==> config.mk <==
export PLATFORM = sky130hd
export DESIGN_NAME = pipe_mem_port_arbiter
export DESIGN_NICKNAME = d
export VERILOG_FILES = /design/src/rtl/pipe_mem_port_arbiter.sv
export SDC_FILE = /design/constraint.sdc
export NUM_CORES = 1
export LEC_CHECK = 0
export ABC_CLOCK_PERIOD_IN_PS = 1800
export BUFFER_PORTS_ARGS = -buffer_cell sky130_fd_sc_hd__buf_2
export CORE_AREA = 4 4 213 215
export DETAILED_ROUTE_END_ITERATION = 8
export DIE_AREA = 0 0 217 219
export PLACE_DENSITY_LB_ADDON = 0.05
export SLEW_MARGIN = 20
export SYNTH_ARGS = -nofsm -noshare
export SYNTH_HDL_FRONTEND = slang
export SYNTH_SLANG_ARGS = --single-unit
==> constraint.sdc <==
create_clock -name clk -period 1.8 [get_ports clk]
set_input_delay 0.27 -clock clk [delete_from_list [all_inputs] [get_ports clk]]
set_output_delay 0.27 -clock clk [all_outputs]
set_load 0.05 [all_outputs]
==> src/rtl/pipe_mem_port_arbiter.sv <==
// Arbitrates the single unified memory port between the Fetch and Memory stages.
// One request/ack access at a time, with a bounded wait and a fairness limit on back-to-back M grants.
module pipe_mem_port_arbiter #(
   parameter int ADDR_W    = 64,
   parameter int DATA_W    = 64,
   parameter int INSTR_W   = 80,
   parameter int TIMEOUT   = 16,
   parameter int MAX_M_RUN = 4
) (
   input  logic               clk,
   input  logic               rst,
   input  logic               f_req,
   input  logic [ADDR_W-1:0]  f_addr,
   input  logic               m_req,
   input  logic               m_we,
   input  logic [ADDR_W-1:0]  m_addr,
   input  logic [DATA_W-1:0]  m_wdata,
   output logic               f_valid,
   output logic [INSTR_W-1:0] f_data,
   output logic               f_err,
   output logic               m_valid,
   output logic [DATA_W-1:0]  m_rdata,
   output logic               m_err,
   output logic               f_stall_req,
   output logic               m_stall_req,
   output logic               mem_req,
   output logic               mem_we,
   output logic [ADDR_W-1:0]  mem_addr,
   output logic [DATA_W-1:0]  mem_wdata,
   input  logic               mem_ack,
   input  logic               mem_err,
   input  logic [INSTR_W-1:0] mem_rdata
);

   localparam int CNT_W = $clog2(TIMEOUT);
   localparam int RUN_W = $clog2(MAX_M_RUN + 1);

   typedef enum logic [1:0] {
      S_IDLE,
      S_BUSY_F,
      S_BUSY_M,
      S_DONE
   } state_t;

   state_t           state;
   state_t           state_nxt;
   logic [CNT_W-1:0] tmo_cnt;
   logic [RUN_W-1:0] run_cnt;
   logic             grant_m;
   logic             grant_f;
   logic             busy;
   logic             tmo_hit;
   logic             acc_end;
   logic             f_starved;

   assign f_stall_req = f_req & ~f_valid;
   assign m_stall_req = m_req & ~m_valid;

   assign busy      = (state == S_BUSY_F) || (state == S_BUSY_M);
   assign tmo_hit   = (tmo_cnt == CNT_W'(TIMEOUT - 1));
   assign acc_end   = busy & (mem_ack | tmo_hit);
   // F has waited out MAX_M_RUN consecutive M grants and must win this one.
   assign f_starved = f_req && (run_cnt == RUN_W'(MAX_M_RUN));

   always_ff @(posedge clk) begin
      if (rst) begin
         state <= S_IDLE;
      end else begin
         state <= state_nxt;
      end
   end

   always_comb begin
      state_nxt = state;
      grant_m   = 1'b0;
      grant_f   = 1'b0;
      case (state)
         S_IDLE: begin
            if (m_req && !f_starved) begin
               grant_m   = 1'b1;
               state_nxt = S_BUSY_M;
            end else if (f_req) begin
               grant_f   = 1'b1;
               state_nxt = S_BUSY_F;
            end
         end
         S_BUSY_F, S_BUSY_M: begin
            if (acc_end) begin
               state_nxt = S_DONE;
            end
         end
         S_DONE:  state_nxt = S_IDLE;
         default: state_nxt = S_IDLE;
      endcase
   end

   always_ff @(posedge clk) begin
      if (rst) begin
         mem_req   <= 1'b0;
         mem_we    <= 1'b0;
         mem_addr  <= '0;
         mem_wdata <= '0;
         f_valid   <= 1'b0;
         f_data    <= '0;
         f_err     <= 1'b0;
         m_valid   <= 1'b0;
         m_rdata   <= '0;
         m_err     <= 1'b0;
         tmo_cnt   <= '0;
         run_cnt   <= '0;
      end else begin
         f_valid <= 1'b0;
         m_valid <= 1'b0;

         if (grant_m) begin
            mem_req   <= 1'b1;
            mem_we    <= m_we;
            mem_addr  <= m_addr;
            mem_wdata <= m_wdata;
            if (!f_req) begin
               run_cnt <= '0;
            end else if (run_cnt != RUN_W'(MAX_M_RUN)) begin
               run_cnt <= run_cnt + RUN_W'(1);
            end
         end else if (grant_f) begin
            mem_req   <= 1'b1;
            mem_we    <= 1'b0;
            mem_addr  <= f_addr;
            mem_wdata <= '0;
            run_cnt   <= '0;
         end

         // An ack on the final allowed cycle still delivers its data.
         if (acc_end) begin
            mem_req <= 1'b0;
            tmo_cnt <= '0;
            if (state == S_BUSY_F) begin
               f_valid <= 1'b1;
               f_err   <= mem_ack ? mem_err : 1'b1;
               f_data  <= mem_ack ? mem_rdata : '0;
            end else begin
               m_valid <= 1'b1;
               m_err   <= mem_ack ? mem_err : 1'b1;
               m_rdata <= (mem_ack && !mem_we) ? mem_rdata[DATA_W-1:0] : '0;
            end
         end else if (busy) begin
            tmo_cnt <= tmo_cnt + CNT_W'(1);
         end
      end
   end

endmodule

==> run_results.csv, run 1 <==
group,metric,value,unit
critical_path,reg2regPathDepth,5,
clock_tree,cts_root_buf,"clkbuf_16",
global_route,grt_use_met1,23.99,%
die,start_util,24.64,%
synthesis,netlist_area,10780,µm²
synthesis,syn_nets,1386,
synthesis,seq_area_frac_synth,53.31,%
global_route,grt_pass1_wl,73.24,mm
route,drt-wirelength-per-cell,19.83,µm
final_layout,finish.net_count,2173,
die,die_y,219,µm
place,routabilityCongestion,0.7682,
synthesis,synthFlopType,"dfxtp_1",
synthesis,ys_async_sr_fraction,0,%
critical_path,worstSetupStartpoint,"tmo_cnt[0]$_SDFFE_PP0P_",
critical_path,ff2ff_setup_slack,0.07,ns
global_route,busiest_layer,"met2",
job,drv_cap,0,
route,routed_wl,49.70,mm
critical_path,startpoint_type,"flop",
clock_tree,cts_made_buffers,36,
sta,max-slew-margin-rel,54.52,%
sta,finalSetupTns,0,ns
critical_path,crit_arrival,2.15,ns
final_layout,drive_above_1_share,39.02,%
power_and_ir_drop,p_total,27.77,mW
power_and_ir_drop,p_per_area,1503,nW/µm²
clock_tree,ctsLongestPathBuffers,3,
die,coreArea,43740,µm²
clock_tree,clock_sinks,287,
sta,tightest_slew,0.6796,ns
sta,fmax,0.5782,GHz
synthesis,synth.avg_cell_area,9.779,µm²
place,port_buffers,558,
global_route,grt_pass1_vias,12039,
synthesis,synth_seq_cells,287,
synthesis,synth_adder_area_share,0.5805,%
synthesis,synthMuxAreaShare,0.1858,%
power_and_ir_drop,p_leak,8.109,nW
synthesis,synth-simple-area-share,7.164,%
final_layout,area_growth,71.40,%
clock_tree,htree_num_levels,2,
sta,rsz0062_at_grt,"false",
route,antenna_left,0,
critical_path,endpoint,"f_data[10]$_SDFFE_PP0P_",
synthesis,synth_edf_count,0,
final_layout,multi_input_area,4389,µm²
critical_path,crit_fanout,12,
min_path,min_path_type,"in2reg",
die,die_x,217,µm
clock_tree,clk_latency,0.53,ns
clock_tree,clk_pin_slew,0.06,ns
sta,hold_viol,0,
global_route,grt.total_usage,19.32,%
clock_tree,cts_tree,"built",
run_status,status,"complete, no violations",
synthesis,synth_cell_types,39,
route,drt_iter0_drc,674,
route,dr_total_vias,11879,
route,drc,0,
sta,finalCriticalPeriod,1.729,ns
route,dr.pass1.iters,5,
power_and_ir_drop,vdd_drop_max,0.7947,mV
sta,maxSlewViolCount,0,
global_route,gr-usage-met2,31.91,%
die,die_area,47520,µm²
critical_path,cp.required,2.22,ns
place,dp_hpwl,32.68,mm
final_layout,nFillCells,4413,
synthesis,yosysWarnings,0,
global_route,met3_usage,5.345,%
critical_path,endpoint_kind,"flop",
sta,fin_skew,0.009475,ns
die,pin_count,559,
global_route,antenna_found_initial,5,
global_route,gr-total-overflow,0,
critical_path,r2r_end,"f_data[10]$_SDFFE_PP0P_",
sta,final-setup-viol-count,0,
min_path,hold_start,"m_wdata[5]",
synthesis,synth-xor-area-share,0.1625,%
global_route,grt_max_degree,100,
synthesis,syn_inst,1102,
synthesis,synth_top_family_by_area,"compound AO/OA/AOI/OAI gates",
sta,fin_crit_sh,96.08,%
critical_path,path_class,"reg2reg",
critical_path,r2r-start,"tmo_cnt[0]$_SDFFE_PP0P_",
final_layout,regArea,5746,µm²
route,vias_per_cell,4.738,
synthesis,synth-compound-area-share,31.38,%
die,rows,77,
[timing repair]
| item | CTS | global route |
|---|---|---|
| endpoints found under the hold margin | 253 | 0 |
| resized for setup | 0 | 15 |
| setup buffers | 0 | 3 |
| setup endpoints to repair | 0 | 105 |
| hold buffers | 265 | 0 |
[cells by family after synthesis]
logic type	count (synthesis)
muxes	2
xor gates and xnor gates	2
DFF	287
adders and majority gates	5
buffers and inverters	188
and+or+nand+nor	185
AOI/OAI and AO/OA	433
[per-stage QoR]
| step | instance area, µm² | std cells | util, % | hold WS [ns] | setup slack (ns) |
|---|---|---|---|---|---|
| 2_1_floorplan | 10780 | 1102 | - | 0.4031 | 0.1341 |
| 3_3_place_gp | 14390 | 2170 | 32.89 | 0.4536 | 0.07795 |
| 3_5_place_dp | 14390 | 2170 | 32.89 | 0.4541 | 0.02083 |
| 4_1_cts | 18210 | 2496 | 41.63 | 0.001843 | 0.001664 |
| 5_1_grt | 18470 | 2507 | 42.23 | 0.01235 | 0.01601 |
| 6_report | 18470 | 2507 | 42.23 | 0.03527 | 0.07056 |
[power breakdown]
group / leakage [nW] / switching (mW) / internal [mW]
registers: 2.34 / 0.642 / 7.62
clock network: 0.581 / 2.85 / 4.41
logic: 5.18 / 8.47 / 3.78
[Yosys cell counts, types with 6 or more instances]
cell	n	share of area [%]
inv_1	69	2.4
clkbuf_1	72	2.5
a32oi_1	65	5.3
dfxtp_1	287	53
a21oi_1	149	6.9
nor3_1	6	0.28
a311oi_1	80	6.5
nor2_1	70	2.4
nand2_1	89	3.1
a22o_1	64	5.2
o221a_2	64	6.7
buf_2	39	1.8
[sequential cells by signal, summed over array words and instances (netlist names)]
signal and count:
f_data 80, m_rdata 64, mem_addr 64, mem_wdata 64, tmo_cnt 4, run_cnt 3
state 2, f_err 1, f_valid 1, m_err 1, m_valid 1, mem_req 1
mem_we 1
[layout by cell type, fill, tap and decap left out, drive strengths merged, types with 2 or more instances in the layout]
master / count
a31oi: 2
nor2: 70
mux2i: 2
dfxtp: 287
buf: 598
diode: 3
inv: 70
a22o: 64
bufinv: 2
ha: 5
nand4: 3
xor2: 2
nand2: 89
nand2b: 3
a32oi: 65
nor2b: 4
a21oi: 150
and2: 2
clkinv: 5
nand3: 2
a311oi: 80
clkbuf: 58
nor3: 6
o221a: 64
dlygate4sd3: 265
[critical path: stages, from the launching register on]
cell	delay, ns
dfxtp_1	0.34
ha_1	0.24
a31o_2	0.26
and2_2	0.27
buf_4	0.22
a311oi_1	0.29
[metal layers]
metal,vias to the layer above,share of wire (%)
li1,5720,-
met1,5650,41
met2,404,48
met3,101,7.1
met4,4,3.6
met5,-,0.038
[layout make-up]
cell class	count	area share [%]
flip-flops and latches	287	31.10
inverters	69	1.402
diodes	3	0.04064
multi-input cells	627	23.76
well taps	592	4.010
clock buffers	53	5.825
repair buffers	868	33.35
clock inverters	8	0.5080
[worst min-delay path by stage]
stage / depth (start not counted) / end / slack (ns)
2_1_floorplan: 1 / m_rdata[10]$_SDFFE_PP0P_ / 0.40
3_3_place_gp: 1 / m_rdata[55]$_SDFFE_PP0P_ / 0.45
3_5_place_dp: 1 / m_rdata[23]$_SDFFE_PP0P_ / 0.45
4_1_cts: 2 / mem_addr[25]$_SDFFE_PP0P_ / 0.002
5_1_grt: 2 / m_rdata[55]$_SDFFE_PP0P_ / 0.01
6_report: 3 / mem_wdata[5]$_SDFFE_PP0P_ / 0.04
Power figures use the tool's default switching activity.
==> inputs of run 2 (changes only) <==
==> constraint.sdc (replaced) <==
create_clock -name clk -period 1.8 [get_ports clk]
set_input_delay 0.36 -clock clk [delete_from_list [all_inputs] [get_ports clk]]
set_output_delay 0.36 -clock clk [all_outputs]
set_load 0.05 [all_outputs]
==> run 2 against run 1 <==
Effect of this change:
- clock skew grew 0.0057 ns
- worst hold slack improved by 0.032 ns
- combinational power down 4%
- fmax increased by 0.22%
- clock power grew 0.7%
- highest routed layer unchanged
==> run_results.csv, run 2 (same netlist as run 1, synthesis figures left out) <==
group,metric,value,unit
run_status,status,"complete, no violations",
clock_tree,cts_tree,"built",
die,die_area,47520,µm²
sta,max-slew-margin-rel,61.72,%
final_layout,drive_above_1_share,45.03,%
final_layout,largest_register_ffs,80,
place,place_ws,0.04499,ns
final_layout,area_growth,46.94,%
die,die_y,219,µm
global_route,grt_pass1_wl,68.33,mm
final_layout,multi_input_area,4360,µm²
critical_path,crit_arrival,2.17,ns
clock_tree,clk_pin_slew,0.06,ns
sta,final-setup-viol-count,0,
min_path,hold_depth,3,
place,port_buffers,558,
die,start_util,24.64,%
clock_tree,ctsLongestPathBuffers,3,
critical_path,path_class,"reg2reg",
final_layout,final_cell_mix,"buf_2 (557), dfxtp_1 (286), a21oi_1 (149), nand2_1 (88), a311oi_1 (73)",
die,coreArea,43740,µm²
die,rows,77,
final_layout,final_common_cell,"buf_2",
critical_path,crit_fanout,13,
final_layout,nFillCells,4603,
clock_tree,cts_root_buf,"clkbuf_16",
critical_path,endpoint_kind,"flop",
power_and_ir_drop,p_total,27.22,mW
route,vias_per_cell,4.811,
power_and_ir_drop,vdd_drop_max,0.6560,mV
place,routabilityCongestion,0.7669,
global_route,gr-total-overflow,0,
clock_tree,clk_latency,0.54,ns
route,drc,0,
sta,tightest_slew,0.5721,ns
route,drt_iter0_drc,601,
final_layout,regArea,5747,µm²
route,drt-wirelength-per-cell,21.08,µm
sta,rsz0062_at_grt,"true",
clock_tree,postCtsHoldBufs,0,
min_path,min_to,"mem_wdata[58]$_SDFFE_PP0P_",
sta,finalSetupTns,0,ns
sta,fin_worst_hold_slack,0.06727,ns
die,die_x,217,µm
final_layout,finish.net_count,1907,
final_layout,largest_register,"f_data",
clock_tree,clock_sinks,287,
route,antenna_left,0,
route,routed_wl,47.54,mm
clock_tree,cts_made_buffers,37,
sta,maxSlewViolCount,0,
global_route,grt.total_usage,18.42,%
global_route,grt_pass1_vias,10673,
final_layout,postLayoutCoreUtil,36.20,%
clock_tree,htree_num_levels,2,
min_path,min_path_type,"in2reg",
sta,hold_viol,0,
critical_path,startpoint_type,"flop",
critical_path,cp.required,2.25,ns
critical_path,reg2regPathDepth,8,
critical_path,ff2ff_setup_slack,0.07,ns
sta,finalCriticalPeriod,1.726,ns
critical_path,r2r-start,"state[1]$_SDFFE_PP0P_",
global_route,grt_max_degree,82,
sta,finalWorstSetupSlack,0.07431,ns
sta,fmax,0.5795,GHz
sta,fin_crit_sh,95.87,%
critical_path,r2r_end,"f_data[20]$_SDFFE_PP0P_",
route,dr.pass1.iters,5,
route,dr_total_vias,10849,
power_and_ir_drop,p_per_area,1719,nW/µm²
place,dp_hpwl,32.73,mm
power_and_ir_drop,p_leak,6.997,nW
die,pin_count,559,
job,drv_cap,0,
sta,fin_skew,0.01519,ns
global_route,antenna_found_initial,22,
min_path,hold_start,"m_wdata[58]",
run 2: cell type report:
| type | instances | area share (%) |
|---|---|---|
| antenna | 13 | 0.2054 |
| tap | 592 | 4.678 |
| inverter | 69 | 1.636 |
| multi-input combinational | 627 | 27.54 |
| sequential | 287 | 36.29 |
| clock inverter | 6 | 0.2291 |
| timing repair buffer | 601 | 22.07 |
| clock buffer | 60 | 7.356 |
run 2: layer usage:
| metal | track usage [%] | vias up | part of all wire [%] |
|---|---|---|---|
| met5 | 0 | - | 0.24 |
| met3 | 7.380 | 81 | 9.1 |
| met1 | 21.83 | 5144 | 40 |
| li1 | - | 5193 | - |
| met4 | 5.936 | 18 | 2.1 |
| met2 | 30.64 | 413 | 48 |
run 2: critical path, cell delays in order, from the launching register on:
cell and delay, ns:
dfxtp_2 0.32, inv_2 0.06, buf_4 0.12, ha_4 0.18, and3_4 0.27, buf_4 0.16
buf_6 0.18, a21oi_1 0.09, a311oi_1 0.23
run 2: through the flow:
step | instances | cell area (µm²)
CTS | 2234 | 15580
detailed placement | 2168 | 14380
floorplan | 1102 | 10780
finish | 2255 | 15840
global placement | 2168 | 14380
global route | 2253 | 15830
run 2: repair_timing:
action	in CTS	in global routing
setup buffers	0	3
gates resized for setup	0	16
endpoints found under the setup margin	0	173
run 2: worst max-delay path by stage:
stage               cells after the start                    endpoint                    start  slack (ns)
global route                            7     f_data[47]$_SDFFE_PP0P_    state[0]$_SDFFE_PP0P_       -0.01
floorplan                               6    m_rdata[10]$_SDFFE_PP0P_    state[0]$_SDFFE_PP0P_        0.13
CTS                                     6     f_data[57]$_SDFFE_PP0P_    state[1]$_SDFFE_PP0P_        0.01
finish                                  8     f_data[20]$_SDFFE_PP0P_    state[1]$_SDFFE_PP0P_        0.07
detailed placement                      6  mem_wdata[28]$_SDFFE_PP0P_  run_cnt[0]$_SDFFE_PP0P_        0.04
global placement                        6  mem_wdata[38]$_SDFFE_PP0P_  run_cnt[0]$_SDFFE_PP0P_        0.07
run 2: power by group:
group / leakage (nW) / switching, mW / total (mW) / internal, mW
Sequential: 2.34 / 0.632 / 8.25 / 7.62
Combinational: 4.06 / 8.30 / 11.7 / 3.37
Clock: 0.592 / 2.89 / 7.31 / 4.41
